==> src/rtl/out_port_fifo.sv <==
// Output-port FIFO: queues core output moves and drains them to a consumer over valid/ready.
// Sticky overflow flag records any write dropped while the queue was full.
module out_port_fifo #(
    parameter int Data_Size  = 16,
    parameter int Depth_Log2 = 3
) (
    input  logic                  clk,
    input  logic                  rst,
    input  logic                  Wr_En,
    input  logic [Data_Size-1:0]  Wr_Data,
    output logic                  Out_Valid,
    output logic [Data_Size-1:0]  Out_Data,
    input  logic                  Out_Ready,
    output logic                  Full,
    output logic [Depth_Log2:0]   Count,
    output logic                  Overflow,
    input  logic                  Clr_Overflow
);

    localparam int DEPTH = 1 << Depth_Log2;
    localparam logic [Depth_Log2:0]   DEPTH_CNT = {1'b1, {Depth_Log2{1'b0}}};
    localparam logic [Depth_Log2-1:0] PTR_ONE   = {{(Depth_Log2-1){1'b0}}, 1'b1};
    localparam logic [Depth_Log2:0]   CNT_ONE   = {{Depth_Log2{1'b0}}, 1'b1};

    logic [Data_Size-1:0]  mem [DEPTH];
    logic [Depth_Log2-1:0] rd_ptr_reg, rd_ptr_next;
    logic [Depth_Log2-1:0] wr_ptr_reg, wr_ptr_next;
    logic [Depth_Log2:0]   count_reg, count_next;
    logic                  overflow_reg, overflow_next;
    logic                  pop, push, drop;

    assign Out_Valid = (count_reg != '0);
    assign Full      = (count_reg == DEPTH_CNT);
    assign Count     = count_reg;
    assign Overflow  = overflow_reg;
    // Masked when empty so stale, never-reset storage is not visible.
    assign Out_Data  = Out_Valid ? mem[rd_ptr_reg] : '0;

    assign pop  = Out_Valid && Out_Ready;
    assign push = Wr_En && (!Full || pop);
    assign drop = Wr_En && Full && !pop;

    always_comb begin
        rd_ptr_next   = rd_ptr_reg;
        wr_ptr_next   = wr_ptr_reg;
        count_next    = count_reg;
        overflow_next = overflow_reg;
        if (pop) begin
            rd_ptr_next = rd_ptr_reg + PTR_ONE;
        end
        if (push) begin
            wr_ptr_next = wr_ptr_reg + PTR_ONE;
        end
        if (push && !pop) begin
            count_next = count_reg + CNT_ONE;
        end else if (pop && !push) begin
            count_next = count_reg - CNT_ONE;
        end
        // A drop in the same cycle as a clear keeps the flag set.
        if (drop) begin
            overflow_next = 1'b1;
        end else if (Clr_Overflow) begin
            overflow_next = 1'b0;
        end
    end

    always_ff @(posedge clk or posedge rst) begin
        if (rst) begin
            rd_ptr_reg   <= '0;
            wr_ptr_reg   <= '0;
            count_reg    <= '0;
            overflow_reg <= 1'b0;
        end else begin
            rd_ptr_reg   <= rd_ptr_next;
            wr_ptr_reg   <= wr_ptr_next;
            count_reg    <= count_next;
            overflow_reg <= overflow_next;
        end
    end

    always_ff @(posedge clk) begin
        if (push && !rst) begin
            mem[wr_ptr_reg] <= Wr_Data;
        end
    end

endmodule

==> config.mk <==
export PLATFORM = sky130hd
export DESIGN_NAME = out_port_fifo
export DESIGN_NICKNAME = d
export VERILOG_FILES = /design/src/rtl/out_port_fifo.sv
export SDC_FILE = /design/constraint.sdc
export NUM_CORES = 1
export LEC_CHECK = 0
export CORE_MARGIN = 2
export CORE_UTILIZATION = 55
export CTS_CLUSTER_DIAMETER = 100
export CTS_CLUSTER_SIZE = 12
export DETAILED_ROUTE_END_ITERATION = 10
export GPL_TIMING_DRIVEN = 0
export PLACE_DENSITY = 0.84
export SLEW_MARGIN = 10
export SYNTH_ARGS = -nofsm -noshare
export SYNTH_HDL_FRONTEND = slang
export SYNTH_SLANG_ARGS = --single-unit
==> constraint.sdc <==
create_clock -name clk -period 4.3 [get_ports clk]
set_input_delay 0.86 -clock clk [delete_from_list [all_inputs] [get_ports clk]]
set_output_delay 0.86 -clock clk [all_outputs]
set_load 0.01 [all_outputs]
==> results.cfg, run 1 <==
[clock_network]
cts_root_buffer = clkbuf_8
ctsHoldBuffers = 0
tritoncts = yes
cts_max_level = 4
cts_buffer_depth = 2
clk_latency_ns = 0.52
post_cts_resized = 0
clkSlewWorstSetupHoldPaths_ns = 0.06
cts_buffers = 17
post_cts_buffers = 0
numClockSinks = 139

[setup_path]
critical_path_arrival_ns = 2.98
start_kind = register
critPathMaxFanout = 10
r2r_start = Count[0]
path_class = register to output pin
rr_worst_depth = 9
critPathCaptureType = output pin
r2r-end = Count[3]
timing.critical_path.from = rd_ptr_reg[1]
cp_data_required_time_ns = 3.44
ff2ff_setup_slack_ns = 1.09
cp-endpoint = Out_Data[2]

[finish]
post_layout_nonfiller_instances = 480
syn_to_final_growth_pct = 23.8
nets = 361
layout_commonest_cell = edfxtp_1
antennaDiodeCount = 0
largest_register = mem
largest_reg_flops = 128
drive_gt1_share_pct = 27.4
final_cell_mix = 128 x edfxtp_1, 43 x clkdlybuf4s50_1, 32 x mux4_2, 16 x a22o_1, 16 x clkbuf_16
postLayoutCellArea_um2 = 6790

[global_route]
grt_first_pass_wirelength_um = 17600
grt_util_all_layers_pct = 22.9
grt_pass1_vias = 3025
antenna_found_initial = 0
grt_overflow = 0
grt_max_degree = 17

[synthesis]
syn_nets = 284
synth_ff_type = edfxtp_1
seq_area_frac_synth_pct = 75.1
avgSynthCellArea_um2 = 21.3
netlist.area_leader.share_pct = 70.1
yosysTopAreaCell = edfxtp_1
yosys-top-cells-area = edfxtp_1 70%, mux4_2 13%, dfrtp_1 5.0%, a22o_1 2.6%, ha_1 1.1%
ys_types = 34
ys_warn_count = 0
synthCells = 257
netlist_area_um2 = 5490
async_flop_share_pct = 7.91
synth-seq-cells = 139
synth-edff-count = 128

[timing]
fin_crit_ns = 3.84
setup_viol = 0
hold_viol_final = 0
slew_viol_final = 0
rsz0062_at_grt = no
max_slew_margin_pct = 46.4
fmax_mhz = 260
finalCritPeriodShare_pct = 89.4
worst_slack_ns = 0.455
worstMarginPinSlew_ns = 0.804
skew_ns = 0.0122

[run]
maxCapViolCount = 0

[hold_path]
hold_path_class = register to register

[die]
io_pins = 44
die_x_um = 104
initial_utilization_pct = 56.4
core-area_um2 = 9730
chipHeight_um = 104
rows = 36
dieArea_um2 = 10800

[route]
routed_wl_um = 11500
drtIter0Drc = 310
first_pass_iters = 5
routed-via-count = 2906
drc = 0
vias_per_cell = 6.05
ant_nets = 0
wl_per_cell_um = 23.9

[placement]
port_buffers = 43
pre_cts_ws_ns = 0.861
gp_congestion = 0.711
dp.cells = 448
placed_area_um2 = 6260
hpwl_um = 7110

[power_and_ir_drop]
power_mw = 4.60
peakVddDrop_mv = 0.391
leakagePower_nw = 2.27
p_per_area_nw_per_um2 = 678

[run_status]
status = finished, final reports clean
## routing by layer
layer  vias to the layer above  share of wire, %  GRT usage, %
met5                         -                 0             0
met4                         0               1.2          7.53
met3                        13               8.2          6.20
met2                       164                51          36.7
met1                      1497                40          31.0
li1                       1232                 -             -
## kinds of logic (layout without fill, tap and decap cells)
family          after synthesis  count (layout)  share of synthesized area [%]
xor+xnor                      6               6                          0.958
simple gates                 26              26                           2.74
fa+ha+maj                     6               6                           1.51
buf+inv                      19             109                           1.82
flops                       139             139                           75.1
mux                          36              36                           13.9
compound gates               25              25                           3.95
## how the worst min path moves through the flow
stage                          to          start  depth (start not counted)
finish              rd_ptr_reg[2]  rd_ptr_reg[2]                          1
global route        rd_ptr_reg[2]  rd_ptr_reg[2]                          1
detailed placement  rd_ptr_reg[2]  rd_ptr_reg[2]                          1
CTS                 rd_ptr_reg[2]  rd_ptr_reg[2]                          1
floorplan           rd_ptr_reg[2]  rd_ptr_reg[2]                          1
global placement    rd_ptr_reg[2]  rd_ptr_reg[2]                          1
## stage by stage
| step | hold WS [ns] | TNS (ns) | utilization, % |
|---|---|---|---|
| after floorplan | 0.459 | 0 | - |
| after global placement | 0.475 | -37.87 | 62.5 |
| after detailed placement | 0.485 | 0 | 64.4 |
| after CTS | 0.505 | 0 | 69.8 |
| after global routing | 0.528 | 0 | 69.8 |
| final | 0.503 | 0 | 69.8 |
## power by group
group	internal [mW]	switching, mW
logic	0.857	0.747
clock network	0.756	0.517
registers	1.63	0.0963
## Yosys cell counts, types with 3 or more instances
cell and number:
clkbuf_1 5, nor2_1 4, nand3_1 3, mux4_2 32
nand2_1 3, nor3_1 3, nand3b_1 3, dfrtp_1 11
a22o_1 16, buf_6 3, mux2_2 3, buf_2 5
edfxtp_1 128, xnor2_1 6, or3_1 3, ha_1 5
inv_1 5
## layout make-up
class,instances,area [um^2]
Timing Repair Buffer,58,578
Clock inverter,13,104
Multi-Input combinational cell,99,1300
Buffer,14,81.3
Tap cell,133,166
Clock buffer,19,422
Sequential cell,139,4120
Fill cell,604,2940
Inverter,5,18.8
## critical path, cell delays in order, from the launching register on
cell and delay (ns):
dfrtp_1 0.37, buf_1 0.29, clkbuf_1 0.61, mux4_2 0.41, a22o_1 0.29, clkdlybuf4s50_1 0.49
(Power assumes the default switching activity.)
==> inputs of run 2 (changes only) <==
CORE_ASPECT_RATIO = 0.75   (was default)
==> run 2 against run 1 <==
Register-to-register slack about the same; critical path depth unchanged; combinational power about the same; utilization up 1.5 points; clock-buffer cell count up 1; final cell count down 0.63%; non-clock buffer count down 2; fmax up 0.39%; flip-flop and latch count unchanged; routed wire length down 1.8%; critical endpoint unchanged; highest routed layer unchanged.
==> results.cfg, run 2 (same netlist as run 1, synthesis figures left out) <==
[timing]
skew_ns = 0.00650
fin_setup_tns_ns = 0
finalCritPeriodShare_pct = 89.1
max_slew_margin_pct = 36.6
rsz0062_at_grt = no
slew_viol_final = 0
fin_crit_ns = 3.83
worstMarginPinSlew_ns = 0.943
hold_viol_final = 0
setup_viol = 0
fmax_mhz = 261

[placement]
hpwl_um = 7050
gp_congestion = 0.761
port_buffers = 43

[setup_path]
critPathCaptureType = output pin
critical_path_arrival_ns = 2.97
cp_data_required_time_ns = 3.44
critPathMaxFanout = 10
path_class = register to output pin
start_kind = register

[die]
die_x_um = 119
chipHeight_um = 90.5
rows = 31
dieArea_um2 = 10800
io_pins = 44
initial_utilization_pct = 56.6
core-area_um2 = 9700

[finish]
final_cell_mix = 128 x edfxtp_1, 43 x clkdlybuf4s50_1, 32 x mux4_2, 17 x clkbuf_16, 16 x a22o_1
antennaDiodeCount = 0
postLayoutCoreUtil_pct = 71.3
largest_reg_flops = 128
syn_to_final_growth_pct = 26.1
num-fill-cells = 579
largest_register = mem
layout_commonest_cell = edfxtp_1
nets = 359
drive_gt1_share_pct = 27.8

[clock_network]
clk_latency_ns = 0.42
numClockSinks = 139
cts_buffers = 17
tritoncts = yes
post_cts_resized = 0
cts_buffer_depth = 2
post_cts_buffers = 0
cts_max_level = 4
ctsHoldBuffers = 0
clkSlewWorstSetupHoldPaths_ns = 0.06
cts_root_buffer = clkbuf_16

[route]
drc = 0
first_pass_iters = 5
routed_wl_um = 11300
ant_nets = 0
wl_per_cell_um = 23.6
drtIter0Drc = 325
vias_per_cell = 5.92
routed-via-count = 2824

[global_route]
antenna_found_initial = 0
grt_overflow = 0
grt_pass1_vias = 2995
grt_max_degree = 17
grt_util_all_layers_pct = 23.2
grt_first_pass_wirelength_um = 17700

[power_and_ir_drop]
p_sw_share_pct = 27.9
seq_power_share_pct = 34.7
p_per_area_nw_per_um2 = 718
peakVddDrop_mv = 0.398
share_comb_of_total_power_pct = 32.3
p_sw_mw = 1.38
intPower_mw = 3.58
leakagePower_nw = 2.33
clkPwrFrac_pct = 33.0

[run]
maxCapViolCount = 0

[run_status]
status = finished, final reports clean

[hold_path]
hold_path_class = register to register
run 2: cell count changes in the layout (fill, tap and decap cells not counted), sizes merged:
cell	before	now
bufinv	1	6
clkinv	8	4
buf	24	22
clkinvlp	4	2
clkbuf	24	25
run 2: routing by layer:
layer / wire [um] / GRT usage (%)
met3: 691 / 7.26
met5: 0 / 0
met4: 196 / 6.86
met2: 5510 / 36.2
met1: 4870 / 32.2
run 2: cell type report:
type                    count  area, um^2  share of cell area, %
flip-flops and latches    139        4120                   59.6
clock inverters            12         219                   3.17
multi-input cells          99        1300                   18.8
plain buffers              14        81.3                   1.18
clock buffers              20         447                   6.46
well taps                 132         165                   2.39
inverters                   5        18.8                  0.271
repair buffers             56         566                   8.18
run 2: worst max-delay path, stage by stage, from the launching register on:
cell	delay [ns]
dfrtp_1	0.37
buf_1	0.34
clkbuf_1	0.67
mux4_2	0.42
a22o_1	0.27
clkdlybuf4s50_1	0.48
run 2: path summary, 6_finish.rpt:
| check | cells after the start | startpoint | to | slack, ns |
|---|---|---|---|---|
| max in group asynchronous | 2 | rst | Count[2] | 3.09 |
| worst max register to register | 9 | Count[0] | Count[3] | 1.10 |
| worst min register to register | 1 | Overflow | Overflow | 0.51 |
| worst min-delay path | 1 | Overflow | Overflow | 0.51 |
| worst max-delay path | 5 | rd_ptr_reg[1] | Out_Data[2] | 0.47 |
| min in group asynchronous | 2 | rst | wr_ptr_reg[0] | 0.87 |
run 2: metrics by stage:
stage	instances	hold slack [ns]	setup slack, ns	power, mW	cell area (um^2)
final	477	0.513	0.471	4.97	6920
after global placement	432	0.474	-1.03	3.26	6080
after detailed placement	445	0.492	0.896	3.35	6250
after CTS	477	0.516	0.411	4.99	6920
after global routing	477	0.524	0.323	5.16	6920
after floorplan	257	0.459	1.15	2.69	5490
run 2: power groups by stage:
stage	logic, mW	clock network [mW]	registers (mW)
after CTS	1.62	1.65	1.72
final	1.60	1.64	1.72
after global placement	1.53	0	1.73
after detailed placement	1.60	0	1.75
after floorplan	0.964	0	1.73
after global routing	1.72	1.70	1.74
==> inputs of run 3 (changes only) <==
CTS_BUF_LIST = sky130_fd_sc_hd__clkbuf_4 sky130_fd_sc_hd__clkbuf_8   (was default)
==> run 3 against run 2 <==
Cell area is 2.7% lower; worst hold slack barely moved; first-iteration DRC count up 18%; final cell count stayed put; sequential share of layout area increased by 1.6 points; via count shrank 1.5%; routed wire length fell by 5.8%; highest routed layer unchanged.
==> results.cfg, run 3 (same netlist as run 1, synthesis figures left out) <==
[clock_network]
post_cts_resized = 0
cts_root_buffer = clkbuf_8
cts_max_level = 4
cts_buffer_depth = 2
cts_buffers = 17
clkSlewWorstSetupHoldPaths_ns = 0.08
clk_latency_ns = 0.43
tritoncts = yes
numClockSinks = 139
ctsHoldBuffers = 0
post_cts_buffers = 0

[setup_path]
critPathMaxFanout = 10
path_class = register to output pin
critical_path_arrival_ns = 2.98
critPathCaptureType = output pin
ff2ff_setup_slack_ns = 1.09
rr_worst_depth = 9
r2r_start = Count[0]
cp_data_required_time_ns = 3.44
r2r-end = Count[3]
start_kind = register

[timing]
fin_crit_ns = 3.84
hold_viol_final = 0
worstMarginPinSlew_ns = 0.956
hold_slack_ns = 0.513
skew_ns = 0.0100
slew_viol_final = 0
max_slew_margin_pct = 35.7
finalCritPeriodShare_pct = 89.3
worst_slack_ns = 0.459
setup_viol = 0
rsz0062_at_grt = no
fmax_mhz = 260

[finish]
largest_register = mem
layout_commonest_cell = edfxtp_1
drive_gt1_share_pct = 28.4
largest_reg_flops = 128
syn_to_final_growth_pct = 22.7
antennaDiodeCount = 0
final_cell_mix = 128 x edfxtp_1, 43 x clkdlybuf4s50_1, 32 x mux4_2, 18 x clkbuf_8, 16 x a22o_1
nets = 359

[placement]
gp_congestion = 0.761
pre_cts_ws_ns = 0.896
hpwl_um = 7050
port_buffers = 43

[global_route]
grt_max_degree = 17
grt_pass1_vias = 2907
grt_first_pass_wirelength_um = 16700
grt_overflow = 0
antenna_found_initial = 0
grt_util_all_layers_pct = 21.7

[die]
rows = 31
initial_utilization_pct = 56.6
io_pins = 44
chipHeight_um = 90.5
dieArea_um2 = 10800
core-area_um2 = 9700
die_x_um = 119

[route]
drc = 0
vias_per_cell = 5.83
wl_per_cell_um = 22.2
drtIter0Drc = 382
first_pass_iters = 4
routed_wl_um = 10600
routed-via-count = 2781
ant_nets = 0

[power_and_ir_drop]
intPower_mw = 3.25
seq_power_share_pct = 37.7
share_comb_of_total_power_pct = 34.8
clkPwrFrac_pct = 27.5
p_sw_mw = 1.30
p_per_area_nw_per_um2 = 676
p_sw_share_pct = 28.6
leakagePower_nw = 2.25
peakVddDrop_mv = 0.364

[hold_path]
min_to = rd_ptr_reg[2]
hold_path_class = register to register
hold_start = rd_ptr_reg[2]
hold_path_depth = 1

[run]
maxCapViolCount = 0

[run_status]
status = finished, final reports clean
[run 3: changes by cell type in the layout (fill, tap and decap cells not counted)]
cell	change
clkbuf_1	-2
clkbuf_16	-17
clkbuf_4	+2
clkbuf_8	+17
[run 3: per-stage QoR]
stage | cell area (um^2) | cells | power, mW | setup TNS (ns) | util, %
after floorplan | 5490 | 257 | 2.69 | 0 | -
after global placement | 6080 | 432 | 3.26 | -33.27 | 62.7
after detailed placement | 6250 | 445 | 3.35 | 0 | 64.5
after CTS | 6730 | 477 | 4.59 | 0 | 69.4
after global routing | 6730 | 477 | 4.76 | 0 | 69.4
final | 6730 | 477 | 4.55 | 0 | 69.4
[run 3: how the worst max path moves through the flow]
stage                  start            to  slack (ns)  depth (start not counted)
3_3_place_gp       Out_Ready     mem[0][3]       -1.03                          3
3_5_place_dp   rd_ptr_reg[0]   Out_Data[2]        0.90                          5
6_report       rd_ptr_reg[0]  Out_Data[11]        0.46                          5
2_1_floorplan            rst     mem[0][0]        1.15                          2
4_1_cts        rd_ptr_reg[0]  Out_Data[11]        0.40                          5
5_1_grt        rd_ptr_reg[0]   Out_Data[7]        0.28                          5
[run 3: final cells by class]
cell class	count	area [um^2]
sequential	139	4120
fill	604	2960
multi-input combinational	99	1300
timing repair buffer	56	566
clock buffer	20	263
clock inverter	12	219
tap	132	165
buffer	14	81.3
inverter	5	18.8
[run 3: worst max-delay path: stages, from the launching register on]
cell and delay (ns):
dfrtp_1 0.36, clkbuf_1 0.38, buf_2 0.47, mux4_2 0.57, a22o_1 0.27, clkdlybuf4s50_1 0.49
[run 3: per-layer routing]
layer	GRT usage, %	routed length (um)	up-vias
li1	-	-	1224
met1	30.7	4520	1433
met2	34.1	5250	118
met3	6.19	778	6
met4	5.00	55	0
met5	0	0	-
[run 3: power groups by stage]
stage / Clock, mW / Sequential, mW / Combinational [mW]
floorplan: 0 / 1.73 / 0.964
global placement: 0 / 1.73 / 1.53
detailed placement: 0 / 1.75 / 1.60
CTS: 1.26 / 1.72 / 1.61
global route: 1.31 / 1.74 / 1.71
finish: 1.25 / 1.72 / 1.59
